File: src/rtl/jtag_tap_pkg.sv
// Shared TAP definitions: state encoding, instruction opcodes, IR width.
// Latency: n/a (types and constants only).
// Backpressure: n/a.
package jtag_tap_pkg;

    localparam int IR_LEN = 4;

    // 4-bit encoding of the 16 TAP controller states
    typedef enum logic [3:0] {
        TEST_LOGIC_RESET = 4'hF,
        RUN_TEST_IDLE    = 4'hC,
        SELECT_DR_SCAN   = 4'h7,
        CAPTURE_DR       = 4'h6,
        SHIFT_DR         = 4'h2,
        EXIT1_DR         = 4'h1,
        PAUSE_DR         = 4'h3,
        EXIT2_DR         = 4'h0,
        UPDATE_DR        = 4'h5,
        SELECT_IR_SCAN   = 4'h4,
        CAPTURE_IR       = 4'hE,
        SHIFT_IR         = 4'hA,
        EXIT1_IR         = 4'h9,
        PAUSE_IR         = 4'hB,
        EXIT2_IR         = 4'h8,
        UPDATE_IR        = 4'hD
    } tap_state_e;

    // Instruction opcodes; anything not listed behaves as BYPASS
    localparam logic [3:0] OP_EXTEST         = 4'b0000;
    localparam logic [3:0] OP_SAMPLE_PRELOAD = 4'b0001;
    localparam logic [3:0] OP_IDCODE         = 4'b0010;
    localparam logic [3:0] OP_DEBUG          = 4'b1000;
    localparam logic [3:0] OP_MBIST          = 4'b1001;
    localparam logic [3:0] OP_BYPASS         = 4'b1111;

    // Fixed pattern loaded into the IR shift register in Capture-IR
    localparam logic [3:0] IR_CAPTURE = 4'b0101;

endpackage

File: src/rtl/jtag_tap_fsm.sv
// IEEE 1149.1 TAP state machine, one TMS-driven transition per tck edge.
// Latency: state register updates on each tck rising edge.
// Backpressure: none; paced purely by tck.
module jtag_tap_fsm
    import jtag_tap_pkg::*;
(
    input  logic       tck,
    input  logic       trst_n,
    input  logic       tms,
    output logic [3:0] state
);

    tap_state_e state_q;
    tap_state_e state_d;

    // State register; synchronous reset forces Test-Logic-Reset
    always_ff @(posedge tck) begin
        if (!trst_n) begin
            state_q <= TEST_LOGIC_RESET;
        end else begin
            state_q <= state_d;
        end
    end

    // Standard TAP transition graph selected by tms
    always_comb begin
        state_d = state_q;
        case (state_q)
            TEST_LOGIC_RESET: state_d = tms ? TEST_LOGIC_RESET : RUN_TEST_IDLE;
            RUN_TEST_IDLE:    state_d = tms ? SELECT_DR_SCAN   : RUN_TEST_IDLE;
            SELECT_DR_SCAN:   state_d = tms ? SELECT_IR_SCAN   : CAPTURE_DR;
            CAPTURE_DR:       state_d = tms ? EXIT1_DR         : SHIFT_DR;
            SHIFT_DR:         state_d = tms ? EXIT1_DR         : SHIFT_DR;
            EXIT1_DR:         state_d = tms ? UPDATE_DR        : PAUSE_DR;
            PAUSE_DR:         state_d = tms ? EXIT2_DR         : PAUSE_DR;
            EXIT2_DR:         state_d = tms ? UPDATE_DR        : SHIFT_DR;
            UPDATE_DR:        state_d = tms ? SELECT_DR_SCAN   : RUN_TEST_IDLE;
            SELECT_IR_SCAN:   state_d = tms ? TEST_LOGIC_RESET : CAPTURE_IR;
            CAPTURE_IR:       state_d = tms ? EXIT1_IR         : SHIFT_IR;
            SHIFT_IR:         state_d = tms ? EXIT1_IR         : SHIFT_IR;
            EXIT1_IR:         state_d = tms ? UPDATE_IR        : PAUSE_IR;
            PAUSE_IR:         state_d = tms ? EXIT2_IR         : PAUSE_IR;
            EXIT2_IR:         state_d = tms ? UPDATE_IR        : SHIFT_IR;
            UPDATE_IR:        state_d = tms ? SELECT_DR_SCAN   : RUN_TEST_IDLE;
            default:          state_d = TEST_LOGIC_RESET;
        endcase
    end

    assign state = state_q;

endmodule

File: src/rtl/jtag_tap_ctrl.sv
// JTAG TAP controller: IR/DR scan datapath, instruction decode and tdo mux.
// Latency: registers update on tck rising edge; tdo is combinational from state.
// Backpressure: none; every tck edge advances the scan by one bit.
module jtag_tap_ctrl #(
    parameter logic [31:0] IDCODE_VALUE = 32'h149511C3,
    parameter int          IR_LEN       = 4
) (
    input  logic tck,
    input  logic trst_n,
    input  logic tms,
    input  logic tdi,
    output logic tdo,
    output logic tdo_oe,
    input  logic debug_tdo,
    output logic debug_select,
    output logic test_logic_reset,
    output logic run_test_idle,
    output logic capture_dr,
    output logic shift_dr,
    output logic pause_dr,
    output logic update_dr
);

    import jtag_tap_pkg::*;

    logic [3:0] state;
    tap_state_e tap_state;

    logic [IR_LEN-1:0] ir_shift_q, ir_shift_d;
    logic [IR_LEN-1:0] ir_q, ir_d;
    logic [31:0]       idcode_sr_q, idcode_sr_d;
    logic              bypass_q, bypass_d;

    logic sel_idcode;
    logic sel_debug;
    logic enter_tlr;

    jtag_tap_fsm u_fsm (
        .tck    (tck),
        .trst_n (trst_n),
        .tms    (tms),
        .state  (state)
    );

    assign tap_state = tap_state_e'(state);

    // Only IDCODE and DEBUG have dedicated DR paths; all else uses the bypass bit
    assign sel_idcode = (ir_q == IR_LEN'(OP_IDCODE));
    assign sel_debug  = (ir_q == IR_LEN'(OP_DEBUG));

    // The edge that lands in (or stays in) Test-Logic-Reset also resets the IR
    assign enter_tlr = tms && (tap_state == TEST_LOGIC_RESET ||
                               tap_state == SELECT_IR_SCAN);

    // Next-state of the IR and DR registers for the current TAP state
    always_comb begin
        ir_shift_d  = ir_shift_q;
        ir_d        = ir_q;
        idcode_sr_d = idcode_sr_q;
        bypass_d    = bypass_q;
        case (tap_state)
            CAPTURE_IR: ir_shift_d = IR_LEN'(IR_CAPTURE);
            SHIFT_IR:   ir_shift_d = {tdi, ir_shift_q[IR_LEN-1:1]};
            UPDATE_IR:  ir_d       = ir_shift_q;
            CAPTURE_DR: begin
                if (sel_idcode) begin
                    idcode_sr_d = IDCODE_VALUE;
                end else if (!sel_debug) begin
                    bypass_d = 1'b0;
                end
            end
            SHIFT_DR: begin
                if (sel_idcode) begin
                    idcode_sr_d = {tdi, idcode_sr_q[31:1]};
                end else if (!sel_debug) begin
                    bypass_d = tdi;
                end
            end
            default: ;
        endcase
        if (enter_tlr) begin
            ir_d = IR_LEN'(OP_IDCODE);
        end
    end

    // Datapath registers; reset aborts any scan and restores IDCODE
    always_ff @(posedge tck) begin
        if (!trst_n) begin
            ir_shift_q  <= '0;
            ir_q        <= IR_LEN'(OP_IDCODE);
            idcode_sr_q <= '0;
            bypass_q    <= 1'b0;
        end else begin
            ir_shift_q  <= ir_shift_d;
            ir_q        <= ir_d;
            idcode_sr_q <= idcode_sr_d;
            bypass_q    <= bypass_d;
        end
    end

    // tdo presents the bit that the next edge shifts out; quiet outside shifts
    always_comb begin
        tdo    = 1'b0;
        tdo_oe = 1'b0;
        if (tap_state == SHIFT_IR) begin
            tdo    = ir_shift_q[0];
            tdo_oe = 1'b1;
        end else if (tap_state == SHIFT_DR) begin
            tdo_oe = 1'b1;
            if (sel_idcode) begin
                tdo = idcode_sr_q[0];
            end else if (sel_debug) begin
                tdo = debug_tdo;
            end else begin
                tdo = bypass_q;
            end
        end
    end

    assign debug_select     = sel_debug;
    assign test_logic_reset = (tap_state == TEST_LOGIC_RESET);
    assign run_test_idle    = (tap_state == RUN_TEST_IDLE);
    assign capture_dr       = (tap_state == CAPTURE_DR);
    assign shift_dr         = (tap_state == SHIFT_DR);
    assign pause_dr         = (tap_state == PAUSE_DR);
    assign update_dr        = (tap_state == UPDATE_DR);

endmodule

File: config.mk
export PLATFORM = sky130hd
export DESIGN_NAME = jtag_tap_ctrl
export DESIGN_NICKNAME = d
export VERILOG_FILES = /design/src/rtl/jtag_tap_pkg.sv /design/src/rtl/jtag_tap_fsm.sv /design/src/rtl/jtag_tap_ctrl.sv
export SDC_FILE = /design/constraint.sdc
export NUM_CORES = 1
export LEC_CHECK = 0
export CORE_ASPECT_RATIO = 0.75
export CORE_MARGIN = 2
export CORE_UTILIZATION = 60
export CTS_CLUSTER_SIZE = 10
export DETAILED_ROUTE_END_ITERATION = 8
export GPL_TIMING_DRIVEN = 0
export PLACE_DENSITY = 0.82
export SETUP_SLACK_MARGIN = 0.05
export SYNTH_ARGS = -nofsm -noshare
export SYNTH_HDL_FRONTEND = slang
export SYNTH_SLANG_ARGS = --single-unit
export TNS_END_PERCENT = 10
File: constraint.sdc
create_clock -name tck -period 3.9 [get_ports tck]
set_clock_uncertainty 0.2 [all_clocks]
set_input_delay 0.975 -clock tck [delete_from_list [all_inputs] [get_ports tck]]
set_output_delay 0.975 -clock tck [all_outputs]
set_load 0.005 [all_outputs]
==> impl_results.html, run 1 <==
<table>
<tr><th>Metric</th><th>Value</th></tr>
<tr><th colspan="2">Outcome</th></tr>
<tr><td>Result of the run</td><td>finished, final reports clean</td></tr>
<tr><th colspan="2">Job</th></tr>
<tr><td>Maxcap violations</td><td>0</td></tr>
<tr><th colspan="2">Clock network</th></tr>
<tr><td>Deepest level of the CTS H-tree</td><td>2</td></tr>
<tr><td>Clock slew at reported path FFs</td><td>80 ps</td></tr>
<tr><td>Hold buffer count at CTS</td><td>0</td></tr>
<tr><td>Cts bufs inserted</td><td>5</td></tr>
<tr><td>Quantity of gates resized following cts</td><td>0</td></tr>
<tr><td>Library cell used as clock root buffer</td><td>clkbuf_8</td></tr>
<tr><td>Clk sink count</td><td>45</td></tr>
<tr><td>Post-CTS setup repair buffer count</td><td>0</td></tr>
<tr><td>CTS Buffer Depth</td><td>2</td></tr>
<tr><td>Clock latency reported for the late side of the worst-skew pair</td><td>290 ps</td></tr>
<tr><td>CTS tree</td><td>yes</td></tr>
<tr><th colspan="2">Synthesis</th></tr>
<tr><td>Share of the yosys chip area belonging to registers</td><td>48.3%</td></tr>
<tr><td>Post-synthesis register bit count</td><td>45</td></tr>
<tr><td>Library cells used by synthesis</td><td>40</td></tr>
<tr><td>Average cell area after synthesis</td><td>9.82 um^2</td></tr>
<tr><td>Portion of synthesized cell area occupied by the leading cell type</td><td>48.3%</td></tr>
<tr><td>Number of enable flip-flop cells after synthesis</td><td>0</td></tr>
<tr><td>Library cell with the largest summed area after synthesis</td><td>dfxtp_1</td></tr>
<tr><td>Net count of the mapped netlist</td><td>195</td></tr>
<tr><td>Fraction of synthesis flops using an asynchronous set or reset pin</td><td>0%</td></tr>
<tr><td>Post-synthesis instance total</td><td>190</td></tr>
<tr><td>Number of warning messages in the yosys log</td><td>0</td></tr>
<tr><td>Primary FF master, synth</td><td>dfxtp_1</td></tr>
<tr><td>Leading post-synthesis cells by cell area</td><td>dfxtp_1 (48%), a22oi_1 (7.6%), nor2b_1 (7.4%), o221a_1 (6.0%), nor2_1 (2.4%)</td></tr>
<tr><td>Netlist area before placement</td><td>1870 um^2</td></tr>
<tr><th colspan="2">Drt</th></tr>
<tr><td>Via density per instance</td><td>6.09</td></tr>
<tr><td>1st-pass router iterations</td><td>4</td></tr>
<tr><td>DRT Wirelength</td><td>3980 um</td></tr>
<tr><td>Met2 Routed Length</td><td>1860 um</td></tr>
<tr><td>Post-DR wirelength/cell</td><td>16.0 um</td></tr>
<tr><td>Routed via count</td><td>1516</td></tr>
<tr><td>DRC violation count after routing</td><td>0</td></tr>
<tr><td>Met3 wirelength from detailed routing</td><td>236 um</td></tr>
<tr><td>Detailed-route wire length on metal 1</td><td>1870 um</td></tr>
<tr><td>Top routing layer used</td><td>met4</td></tr>
<tr><td>Number of nets still failing antenna checks after routing</td><td>0</td></tr>
<tr><td>Starting DRC count in detailed routing</td><td>153</td></tr>
<tr><th colspan="2">Final layout</th></tr>
<tr><td>Final nets</td><td>215</td></tr>
<tr><td>Fillers</td><td>220</td></tr>
<tr><td>Fraction of layout cells with a size suffix above 1</td><td>9.00%</td></tr>
<tr><td>Number of antenna cells inserted</td><td>0</td></tr>
<tr><td>Synth-to-layout area growth</td><td>16.7%</td></tr>
<tr><td>Post-layout utilization of the core</td><td>73.6%</td></tr>
<tr><th colspan="2">GRT</th></tr>
<tr><td>Overall Global Routing Usage</td><td>24.6%</td></tr>
<tr><td>Global-route wire length before repair</td><td>6400 um</td></tr>
<tr><td>Gr ovfl total</td><td>0</td></tr>
<tr><td>Largest net degree at the start of global routing</td><td>15</td></tr>
<tr><td>Antenna violations before repair</td><td>0</td></tr>
<tr><td>Number of global-route vias before repair</td><td>1299</td></tr>
<tr><th colspan="2">Timing</th></tr>
<tr><td># setup viols final</td><td>0</td></tr>
<tr><td>Final worst path period share</td><td>90.5%</td></tr>
<tr><td>Shortest clock period the worst path allows after layout</td><td>3530 ps</td></tr>
<tr><td>Setup total negative slack</td><td>0 ps</td></tr>
<tr><td>Final count of hold timing violations</td><td>0</td></tr>
<tr><td>Worst rel slew slack</td><td>60.7%</td></tr>
<tr><td>Fin Hold WS</td><td>263 ps</td></tr>
<tr><td>Setup repair after global routing missed its margin</td><td>no</td></tr>
<tr><td>Pins Over Slew Limit</td><td>0</td></tr>
<tr><td>Pin slew with the least headroom to its limit</td><td>586 ps</td></tr>
<tr><td>Maximum frequency from static timing analysis</td><td>283 MHz</td></tr>
<tr><th colspan="2">Critical path</th></tr>
<tr><td>CP Class</td><td>in2out</td></tr>
<tr><td>Worst Setup End Kind</td><td>output port</td></tr>
<tr><td>Critical Path Start Type</td><td>primary input</td></tr>
<tr><td>Register-to-register setup slack</td><td>1670 ps</td></tr>
<tr><td>Crit path cell chain</td><td>clkdlybuf4s50_1 -&gt; nor4_1 -&gt; o21ai_0 -&gt; nand2_1 -&gt; o21ai_0 -&gt; clkdlybuf4s50_1</td></tr>
<tr><td>Slowest cell on crit path</td><td>clkdlybuf4s50_1</td></tr>
<tr><td>Largest fanout on the critical path</td><td>1</td></tr>
<tr><td>Crit path buffers/inverters</td><td>2</td></tr>
<tr><td>Kind of cell with the highest combined delay on the critical path</td><td>buffers and inverters</td></tr>
<tr><td>Required time at the endpoint of the critical path</td><td>2720 ps</td></tr>
<tr><td>Data arrival time of the critical path</td><td>2360 ps</td></tr>
<tr><td>Delay of the slowest cell on the worst path</td><td>520 ps</td></tr>
<tr><th colspan="2">Floorplanning</th></tr>
<tr><td>Placement row count</td><td>17</td></tr>
<tr><td>Initial core utilization</td><td>63.1%</td></tr>
<tr><td>Die area</td><td>3580 um^2</td></tr>
<tr><td>Height of the chip</td><td>52.3 um</td></tr>
<tr><td>Core ar.</td><td>2960 um^2</td></tr>
<tr><td>Die Width</td><td>68.4 um</td></tr>
<tr><td>Number of primary I/O pins</td><td>14</td></tr>
<tr><th colspan="2">Placement</th></tr>
<tr><td>Weighted congestion at the end of routability-driven global placement</td><td>0.901</td></tr>
<tr><td>IO buf count</td><td>13</td></tr>
<tr><td>Final HPWL DP</td><td>2870 um</td></tr>
<tr><th colspan="2">Min path</th></tr>
<tr><td>Worst Hold Class</td><td>reg2reg</td></tr>
<tr><th colspan="2">Pwr</th></tr>
<tr><td>Max IR drop VDD</td><td>0.352 mV</td></tr>
<tr><td>Static leakage power</td><td>0.000770 uW</td></tr>
<tr><td>Total power divided by cell area</td><td>449 nW/um^2</td></tr>
</table>
## kinds of logic after synthesis
logic type	after synthesis	synth area share (%)
buffers and inverters	19	4.63
AO/OA/AOI/OAI	51	22.2
AND/OR/NAND/NOR	70	22.3
XOR/XNOR	1	0.470
flip-flops	45	48.3
multiplexers	4	2.15
## layout make-up
cell class              instances  area [um^2]  area share [%]
multi-input cells             126          878            40.3
clock inverters                 3         65.1            2.99
repair buffers                 13          130            5.98
inverters                       4         15.0           0.690
flip-flops and latches         45          901            41.4
well taps                      38         47.5            2.18
plain buffers                  15         71.3            3.28
clock buffers                   5         68.8            3.16
## registers in the layout, indices dropped and copies added, names as in the netlist
name         cells
ir_shift_q       4
idcode_sr_q     32
ir_q             4
u_fsm.state      4
bypass_q         1
## cell usage after synthesis, types with 2 or more instances
| cell type | count |
|---|---|
| o221a_1 | 10 |
| nor3_1 | 5 |
| nor4b_1 | 2 |
| nand3b_1 | 2 |
| nor2_1 | 12 |
| mux2i_1 | 4 |
| inv_1 | 4 |
| nand3_1 | 2 |
| clkbuf_1 | 10 |
| nand2_1 | 11 |
| o221a_2 | 2 |
| a22oi_1 | 19 |
| o21ai_0 | 5 |
| and3_1 | 2 |
| dfxtp_1 | 45 |
| or3_1 | 2 |
| nor2b_1 | 22 |
| a21oi_1 | 5 |
| a21boi_0 | 2 |
| nor3b_1 | 2 |
| buf_2 | 3 |
## where the power goes
group	switching (uW)	internal, uW
registers	10.0	470
clock network	146	254
logic	56.1	41.4
total	212	766
## routing by layer
| layer | track usage, % | vias up |
|---|---|---|
| met2 | 36.2 | 41 |
| met4 | 5.33 | 0 |
| li1 | - | 740 |
| met5 | 0 | - |
| met3 | 6.67 | 2 |
| met1 | 35.8 | 733 |
## cells in the final DEF, fill, tap and decap left out, drive strengths merged, types with 2 or more instances in the layout
master / instances
or3: 2
nor2b: 22
o221a: 12
clkdlybuf4s50: 13
nor2: 12
a21boi: 3
nand3b: 2
inv: 4
bufinv: 2
nor4: 2
a22oi: 19
nor4b: 2
nor3b: 2
nand2: 11
nor3: 6
o21ai: 5
clkbuf: 15
nand3: 2
dfxtp: 45
and3: 2
mux2i: 4
a21oi: 5
buf: 5
## final timing paths
path	cells past startpoint	end	startpoint
worst max-delay path	6	tdo	debug_tdo
worst max register to register	5	idcode_sr_q[30]	ir_q[1]
worst min-delay path	2	idcode_sr_q[31]	idcode_sr_q[31]
worst min register to register	2	idcode_sr_q[31]	idcode_sr_q[31]
## worst reg2reg max path, stage by stage (launching register included)
cell and delay (ps):
dfxtp_1 450, or4b_4 550, nor4_4 460, buf_4 280
a22oi_1 80, nor2b_1 150
## stage by stage
stage	cells	instance area [um^2]	power, uW	worst slack, ps
CTS	249	2180	985	364
global placement	241	2040	583	392
global route	249	2180	1020	274
finish	249	2180	978	370
floorplan	190	1870	556	1350
detailed placement	241	2040	587	359
Note: power is estimated with default switching activity, not from simulation.
==> inputs of run 2 (changes only) <==
--- a/config.mk
+++ b/config.mk
@@ -8,9 +8,9 @@
 export CORE_ASPECT_RATIO = 0.75
 export CORE_MARGIN = 2
 export CORE_UTILIZATION = 60
+export CTS_BUF_LIST = sky130_fd_sc_hd__clkbuf_16
 export CTS_CLUSTER_SIZE = 10
 export DETAILED_ROUTE_END_ITERATION = 8
-export GPL_TIMING_DRIVEN = 0
 export PLACE_DENSITY = 0.82
 export SETUP_SLACK_MARGIN = 0.05
 export SYNTH_ARGS = -nofsm -noshare
==> run 2 against run 1 <==
Routed wire length decreased by 6.2%. Sequential cell count unchanged. Setup slack lost 66 ps. Total power fell by 2.5%. Non-clock buffer count is 14 lower. Sequential power is 3% higher. Largest power group unchanged. Highest routed layer unchanged.
==> impl_results.html, run 2 (synthesized netlist as in run 1, its figures left out) <==
<table>
<tr><th>Metric</th><th>Value</th></tr>
<tr><th colspan="2">Min path</th></tr>
<tr><td>Worst Hold Class</td><td>reg2reg</td></tr>
<tr><td>Hold wc startpoint</td><td>idcode_sr_q[31]</td></tr>
<tr><th colspan="2">Floorplanning</th></tr>
<tr><td>Initial core utilization</td><td>63.1%</td></tr>
<tr><td>Die Width</td><td>68.4 um</td></tr>
<tr><td>Die area</td><td>3580 um^2</td></tr>
<tr><td>Height of the chip</td><td>52.3 um</td></tr>
<tr><td>Core ar.</td><td>2960 um^2</td></tr>
<tr><td>Number of primary I/O pins</td><td>14</td></tr>
<tr><td>Placement row count</td><td>17</td></tr>
<tr><th colspan="2">Timing</th></tr>
<tr><td>Pins Over Slew Limit</td><td>0</td></tr>
<tr><td>Shortest clock period the worst path allows after layout</td><td>3600 ps</td></tr>
<tr><td>Setup repair after global routing missed its margin</td><td>no</td></tr>
<tr><td># setup viols final</td><td>0</td></tr>
<tr><td>Final count of hold timing violations</td><td>0</td></tr>
<tr><td>Final worst path period share</td><td>92.2%</td></tr>
<tr><td>Worst rel slew slack</td><td>34.8%</td></tr>
<tr><td>Pin slew with the least headroom to its limit</td><td>971 ps</td></tr>
<tr><td>Worst setup margin</td><td>304 ps</td></tr>
<tr><td>Maximum frequency from static timing analysis</td><td>278 MHz</td></tr>
<tr><td>Setup total negative slack</td><td>0 ps</td></tr>
<tr><th colspan="2">Placement</th></tr>
<tr><td>Worst setup slack after placement</td><td>276 ps</td></tr>
<tr><td>Weighted congestion at the end of routability-driven global placement</td><td>0.897</td></tr>
<tr><td>Final HPWL DP</td><td>2490 um</td></tr>
<tr><td>Cell area after placement</td><td>1980 um^2</td></tr>
<tr><td>IO buf count</td><td>13</td></tr>
<tr><th colspan="2">Drt</th></tr>
<tr><td>Starting DRC count in detailed routing</td><td>148</td></tr>
<tr><td>Post-DR wirelength/cell</td><td>16.0 um</td></tr>
<tr><td>1st-pass router iterations</td><td>5</td></tr>
<tr><td>Routed via count</td><td>1447</td></tr>
<tr><td>DRC violation count after routing</td><td>0</td></tr>
<tr><td>Via density per instance</td><td>6.18</td></tr>
<tr><td>DRT Wirelength</td><td>3730 um</td></tr>
<tr><td>Number of nets still failing antenna checks after routing</td><td>0</td></tr>
<tr><th colspan="2">Pwr</th></tr>
<tr><td>Power, Total</td><td>954 uW</td></tr>
<tr><td>Total power divided by cell area</td><td>452 nW/um^2</td></tr>
<tr><td>Max IR drop VDD</td><td>0.277 mV</td></tr>
<tr><td>Static leakage power</td><td>0.000742 uW</td></tr>
<tr><th colspan="2">Clock network</th></tr>
<tr><td>CTS Buffer Depth</td><td>2</td></tr>
<tr><td>Clock latency reported for the late side of the worst-skew pair</td><td>280 ps</td></tr>
<tr><td>Clock slew at reported path FFs</td><td>60 ps</td></tr>
<tr><td>CTS tree</td><td>yes</td></tr>
<tr><td>Hold buffer count at CTS</td><td>0</td></tr>
<tr><td>Library cell used as clock root buffer</td><td>clkbuf_16</td></tr>
<tr><td>Clk sink count</td><td>45</td></tr>
<tr><td>Deepest level of the CTS H-tree</td><td>2</td></tr>
<tr><td>Post-CTS setup repair buffer count</td><td>0</td></tr>
<tr><td>Quantity of gates resized following cts</td><td>0</td></tr>
<tr><td>Cts bufs inserted</td><td>5</td></tr>
<tr><th colspan="2">Final layout</th></tr>
<tr><td>Post-Layout Inst Area</td><td>2110 um^2</td></tr>
<tr><td>Final nets</td><td>201</td></tr>
<tr><td>Fraction of layout cells with a size suffix above 1</td><td>6.12%</td></tr>
<tr><td>Most frequent standard cell in the layout excluding fill and tap cells</td><td>dfxtp_1</td></tr>
<tr><td>Largest register FFs</td><td>32</td></tr>
<tr><td>Number of antenna cells inserted</td><td>0</td></tr>
<tr><td>Register name with the most flops</td><td>idcode_sr_q</td></tr>
<tr><td>Synth-to-layout area growth</td><td>13.2%</td></tr>
<tr><td>Commonest cells after routing, fill and taps aside</td><td>dfxtp_1 (45), nor2b_1 (22), a22oi_1 (19)</td></tr>
<tr><td>Post-layout utilization of the core</td><td>71.4%</td></tr>
<tr><th colspan="2">GRT</th></tr>
<tr><td>Number of global-route vias before repair</td><td>1282</td></tr>
<tr><td>Gr ovfl total</td><td>0</td></tr>
<tr><td>Global-route wire length before repair</td><td>6120 um</td></tr>
<tr><td>Antenna violations before repair</td><td>0</td></tr>
<tr><td>Largest net degree at the start of global routing</td><td>42</td></tr>
<tr><td>Overall Global Routing Usage</td><td>24.2%</td></tr>
<tr><th colspan="2">Critical path</th></tr>
<tr><td>Required time at the endpoint of the critical path</td><td>2720 ps</td></tr>
<tr><td>Crit path cell chain</td><td>clkdlybuf4s50_1 -&gt; nor4_1 -&gt; o21ai_0 -&gt; nand2_1 -&gt; o21ai_0 -&gt; clkdlybuf4s50_1</td></tr>
<tr><td>Slowest cell on crit path</td><td>clkdlybuf4s50_1</td></tr>
<tr><td>Critical path launch point</td><td>debug_tdo</td></tr>
<tr><td>Data arrival time of the critical path</td><td>2420 ps</td></tr>
<tr><td>Delay of the slowest cell on the worst path</td><td>540 ps</td></tr>
<tr><td>Largest fanout on the critical path</td><td>1</td></tr>
<tr><td>Critical Path Start Type</td><td>primary input</td></tr>
<tr><td>Worst Setup End Kind</td><td>output port</td></tr>
<tr><td>CP Class</td><td>in2out</td></tr>
<tr><td>Reg2reg start</td><td>ir_q[3]</td></tr>
<tr><th colspan="2">Job</th></tr>
<tr><td>Maxcap violations</td><td>0</td></tr>
<tr><th colspan="2">Outcome</th></tr>
<tr><td>Result of the run</td><td>finished, final reports clean</td></tr>
</table>
[run 2: cell types whose count changed in the layout (fill, tap and decap cells not counted)]
cell       change
clkbuf_1      -10
clkbuf_16      +5
clkbuf_8       -5
buf_2          -3
bufinv_16      -2
buf_6          -1
clkinv_1       +1
clkinv_2       -1
inv_1          +1
[run 2: final cells by class]
class / instances / area (um^2)
clock inverter: 2 / 7.51
sequential: 45 / 901
inverter: 4 / 15.0
tap: 38 / 47.5
timing repair buffer: 14 / 138
multi-input combinational: 126 / 878
clock buffer: 5 / 125
fill: 215 / 845
[run 2: path summary, 6_finish.rpt]
kind,end,slack [ps],depth (start not counted)
setup reg to reg,idcode_sr_q[4],1560,4
hold reg to reg,idcode_sr_q[31],260,2
setup / recovery,tdo,300,6
hold / removal,idcode_sr_q[31],260,2
[run 2: layer usage]
layer / track usage, % / routed length, um / up-vias / part of all wire, %
met5: 0 / 0 / - / 0
met4: 12.7 / 82 / 0 / 2.2
met3: 5.38 / 149 / 7 / 4.0
met2: 36.4 / 1730 / 22 / 46
met1: 32.3 / 1770 / 706 / 47
li1: - / - / 712 / -
[run 2: worst max-delay path, delay by kind of cell]
family	cells	cell delay, ps
buffers and inverters	2	1020
AOI/OAI and AO/OA	2	310
and+or+nand+nor	2	110
[run 2: stage by stage]
stage / instances / hold WS (ps)
floorplan: 190 / 235
global placement: 227 / 245
detailed placement: 227 / 253
CTS: 234 / 265
global route: 234 / 299
finish: 234 / 261
[run 2: power breakdown]
part	internal (uW)	total, uW	switching, uW	leakage, uW
combinational	38.3	78.6	40.3	0.000310
sequential	471	493	21.6	0.000364
clock	229	383	154	0.0000685
==> inputs of run 3 (changes only) <==
--- a/config.mk
+++ b/config.mk
@@ -11,7 +11,7 @@
 export CTS_BUF_LIST = sky130_fd_sc_hd__clkbuf_16
 export CTS_CLUSTER_SIZE = 10
 export DETAILED_ROUTE_END_ITERATION = 8
-export PLACE_DENSITY = 0.82
+export PLACE_DENSITY = 0.81
 export SETUP_SLACK_MARGIN = 0.05
 export SYNTH_ARGS = -nofsm -noshare
 export SYNTH_HDL_FRONTEND = slang
==> run 3 against run 2 <==
Fmax is 0.95% higher. Die area did not move. Total power rose by 7.2%. Routed wire length rose by 0.51%. Utilization rose by 0.93 points. Sequential share of layout area decreased by 0.55 points. Highest routed layer unchanged. Sequential power barely moved. Cell area is 1.3% higher. Largest cell class unchanged. Clock-buffer cell count unchanged.
==> impl_results.html, run 3 (synthesized netlist as in run 1, its figures left out) <==
<table>
<tr><th>Metric</th><th>Value</th></tr>
<tr><th colspan="2">GRT</th></tr>
<tr><td>Number of global-route vias before repair</td><td>1259</td></tr>
<tr><td>Overall Global Routing Usage</td><td>23.2%</td></tr>
<tr><td>Largest net degree at the start of global routing</td><td>43</td></tr>
<tr><td>Antenna violations before repair</td><td>0</td></tr>
<tr><td>Global-route wire length before repair</td><td>6090 um</td></tr>
<tr><td>Gr ovfl total</td><td>0</td></tr>
<tr><th colspan="2">Drt</th></tr>
<tr><td>Post-DR wirelength/cell</td><td>16.0 um</td></tr>
<tr><td>DRT Wirelength</td><td>3750 um</td></tr>
<tr><td>DRC violation count after routing</td><td>0</td></tr>
<tr><td>1st-pass router iterations</td><td>4</td></tr>
<tr><td>Via density per instance</td><td>6.23</td></tr>
<tr><td>Number of nets still failing antenna checks after routing</td><td>0</td></tr>
<tr><td>Routed via count</td><td>1457</td></tr>
<tr><td>Starting DRC count in detailed routing</td><td>153</td></tr>
<tr><th colspan="2">Floorplanning</th></tr>
<tr><td>Initial core utilization</td><td>63.1%</td></tr>
<tr><td>Number of primary I/O pins</td><td>14</td></tr>
<tr><td>Core ar.</td><td>2960 um^2</td></tr>
<tr><td>Die Width</td><td>68.4 um</td></tr>
<tr><td>Placement row count</td><td>17</td></tr>
<tr><td>Height of the chip</td><td>52.3 um</td></tr>
<tr><td>Die area</td><td>3580 um^2</td></tr>
<tr><th colspan="2">Pwr</th></tr>
<tr><td>Internal power</td><td>806 uW</td></tr>
<tr><td>Switching share of power</td><td>21.2%</td></tr>
<tr><td>Power share of the sequential group</td><td>48.2%</td></tr>
<tr><td>Total power divided by cell area</td><td>478 nW/um^2</td></tr>
<tr><td>Combinational cell fraction of total power</td><td>7.7%</td></tr>
<tr><td>Clk pwr share</td><td>44.0%</td></tr>
<tr><td>Static leakage power</td><td>0.000753 uW</td></tr>
<tr><td>Net load switching power</td><td>217 uW</td></tr>
<tr><td>Max IR drop VDD</td><td>0.368 mV</td></tr>
<tr><th colspan="2">Final layout</th></tr>
<tr><td>Synth-to-layout area growth</td><td>14.7%</td></tr>
<tr><td>Register name with the most flops</td><td>idcode_sr_q</td></tr>
<tr><td>Number of antenna cells inserted</td><td>0</td></tr>
<tr><td>Fraction of layout cells with a size suffix above 1</td><td>7.14%</td></tr>
<tr><td>Number of cells in the finished layout apart from fillers</td><td>234</td></tr>
<tr><td>Commonest cells after routing, fill and taps aside</td><td>dfxtp_1 (45), nor2b_1 (22), a22oi_1 (19)</td></tr>
<tr><td>Fillers</td><td>197</td></tr>
<tr><td>Most frequent standard cell in the layout excluding fill and tap cells</td><td>dfxtp_1</td></tr>
<tr><td>Final nets</td><td>201</td></tr>
<tr><td>Largest register FFs</td><td>32</td></tr>
<tr><th colspan="2">Timing</th></tr>
<tr><td># setup viols final</td><td>0</td></tr>
<tr><td>Pins Over Slew Limit</td><td>0</td></tr>
<tr><td>Shortest clock period the worst path allows after layout</td><td>3560 ps</td></tr>
<tr><td>Maximum frequency from static timing analysis</td><td>281 MHz</td></tr>
<tr><td>Final worst path period share</td><td>91.3%</td></tr>
<tr><td>Worst rel slew slack</td><td>33.5%</td></tr>
<tr><td>Setup total negative slack</td><td>0 ps</td></tr>
<tr><td>Pin slew with the least headroom to its limit</td><td>989 ps</td></tr>
<tr><td>Setup repair after global routing missed its margin</td><td>no</td></tr>
<tr><td>Final count of hold timing violations</td><td>0</td></tr>
<tr><th colspan="2">Clock network</th></tr>
<tr><td>Clock latency reported for the late side of the worst-skew pair</td><td>280 ps</td></tr>
<tr><td>Clk sink count</td><td>45</td></tr>
<tr><td>Hold buffer count at CTS</td><td>0</td></tr>
<tr><td>Clock slew at reported path FFs</td><td>60 ps</td></tr>
<tr><td>Deepest level of the CTS H-tree</td><td>2</td></tr>
<tr><td>CTS tree</td><td>yes</td></tr>
<tr><td>CTS Buffer Depth</td><td>2</td></tr>
<tr><td>Cts bufs inserted</td><td>5</td></tr>
<tr><td>Post-CTS setup repair buffer count</td><td>0</td></tr>
<tr><td>Library cell used as clock root buffer</td><td>clkbuf_16</td></tr>
<tr><td>Quantity of gates resized following cts</td><td>0</td></tr>
<tr><th colspan="2">Placement</th></tr>
<tr><td>Weighted congestion at the end of routability-driven global placement</td><td>0.885</td></tr>
<tr><td>Total placed cells including tap cells</td><td>227</td></tr>
<tr><td>IO buf count</td><td>13</td></tr>
<tr><td>Final HPWL DP</td><td>2400 um</td></tr>
<tr><th colspan="2">Outcome</th></tr>
<tr><td>Result of the run</td><td>finished, final reports clean</td></tr>
<tr><th colspan="2">Critical path</th></tr>
<tr><td>Required time at the endpoint of the critical path</td><td>2720 ps</td></tr>
<tr><td>Critical Path Start Type</td><td>primary input</td></tr>
<tr><td>Data arrival time of the critical path</td><td>2390 ps</td></tr>
<tr><td>CP Class</td><td>in2out</td></tr>
<tr><td>Worst Setup End Kind</td><td>output port</td></tr>
<tr><td>Largest fanout on the critical path</td><td>1</td></tr>
<tr><th colspan="2">Min path</th></tr>
<tr><td>Worst Hold Class</td><td>reg2reg</td></tr>
<tr><th colspan="2">Job</th></tr>
<tr><td>Maxcap violations</td><td>0</td></tr>
</table>
## run 3: cell types whose count changed in the layout (fill, tap and decap cells not counted)
cell | previous run | this run
bufinv_16 | 0 | 1
clkinv_1 | 1 | 0
inv_1 | 5 | 4
clkinv_2 | 0 | 1
## run 3: final timing paths
check | slack [ps] | to | start | cells past startpoint
worst min-delay path | 290 | idcode_sr_q[31] | idcode_sr_q[31] | 2
worst min register to register | 290 | idcode_sr_q[31] | idcode_sr_q[31] | 2
worst max-delay path | 340 | tdo | debug_tdo | 6
worst max register to register | 1490 | idcode_sr_q[3] | ir_q[1] | 4
## run 3: critical path: stages
cell             delay (ps)
clkdlybuf4s50_1         490
nor4_1                   60
o21ai_0                 140
nand2_1                  70
o21ai_0                 130
clkdlybuf4s50_1         520
## run 3: per-layer routing
metal	GRT usage [%]	up-vias	share of wire, %
met3	7.10	2	4.2
met5	0	-	0
met1	33.5	719	47
met4	5.00	0	0.24
met2	34.0	27	48
li1	-	709	-
## run 3: power groups by stage
stage | Sequential [uW] | Clock, uW | Combinational [uW]
2_1_floorplan | 488 | 0 | 67.6
6_report | 494 | 450 | 79.2
3_5_place_dp | 502 | 0 | 78.3
5_1_grt | 496 | 478 | 87.9
4_1_cts | 493 | 456 | 79.0
3_3_place_gp | 501 | 0 | 75.6
## run 3: layout make-up
type	instances	area [um^2]	share of cell area, %
clock buffers	5	125	5.85
flip-flops and latches	45	901	42.1
well taps	38	47.5	2.22
repair buffers	14	138	6.43
multi-input cells	126	878	41.1
inverters	4	15.0	0.702
clock inverters	2	35.0	1.64
## run 3: stage by stage
step	util (%)	instance area (um^2)	power [uW]	setup WS, ps	hold WS, ps
floorplan	-	1870	556	1350	235
global placement	66.9	1980	577	392	244
detailed placement	66.9	1980	581	346	267
CTS	72.4	2140	1030	346	295
global route	72.4	2140	1060	287	300
finish	72.4	2140	1020	338	288
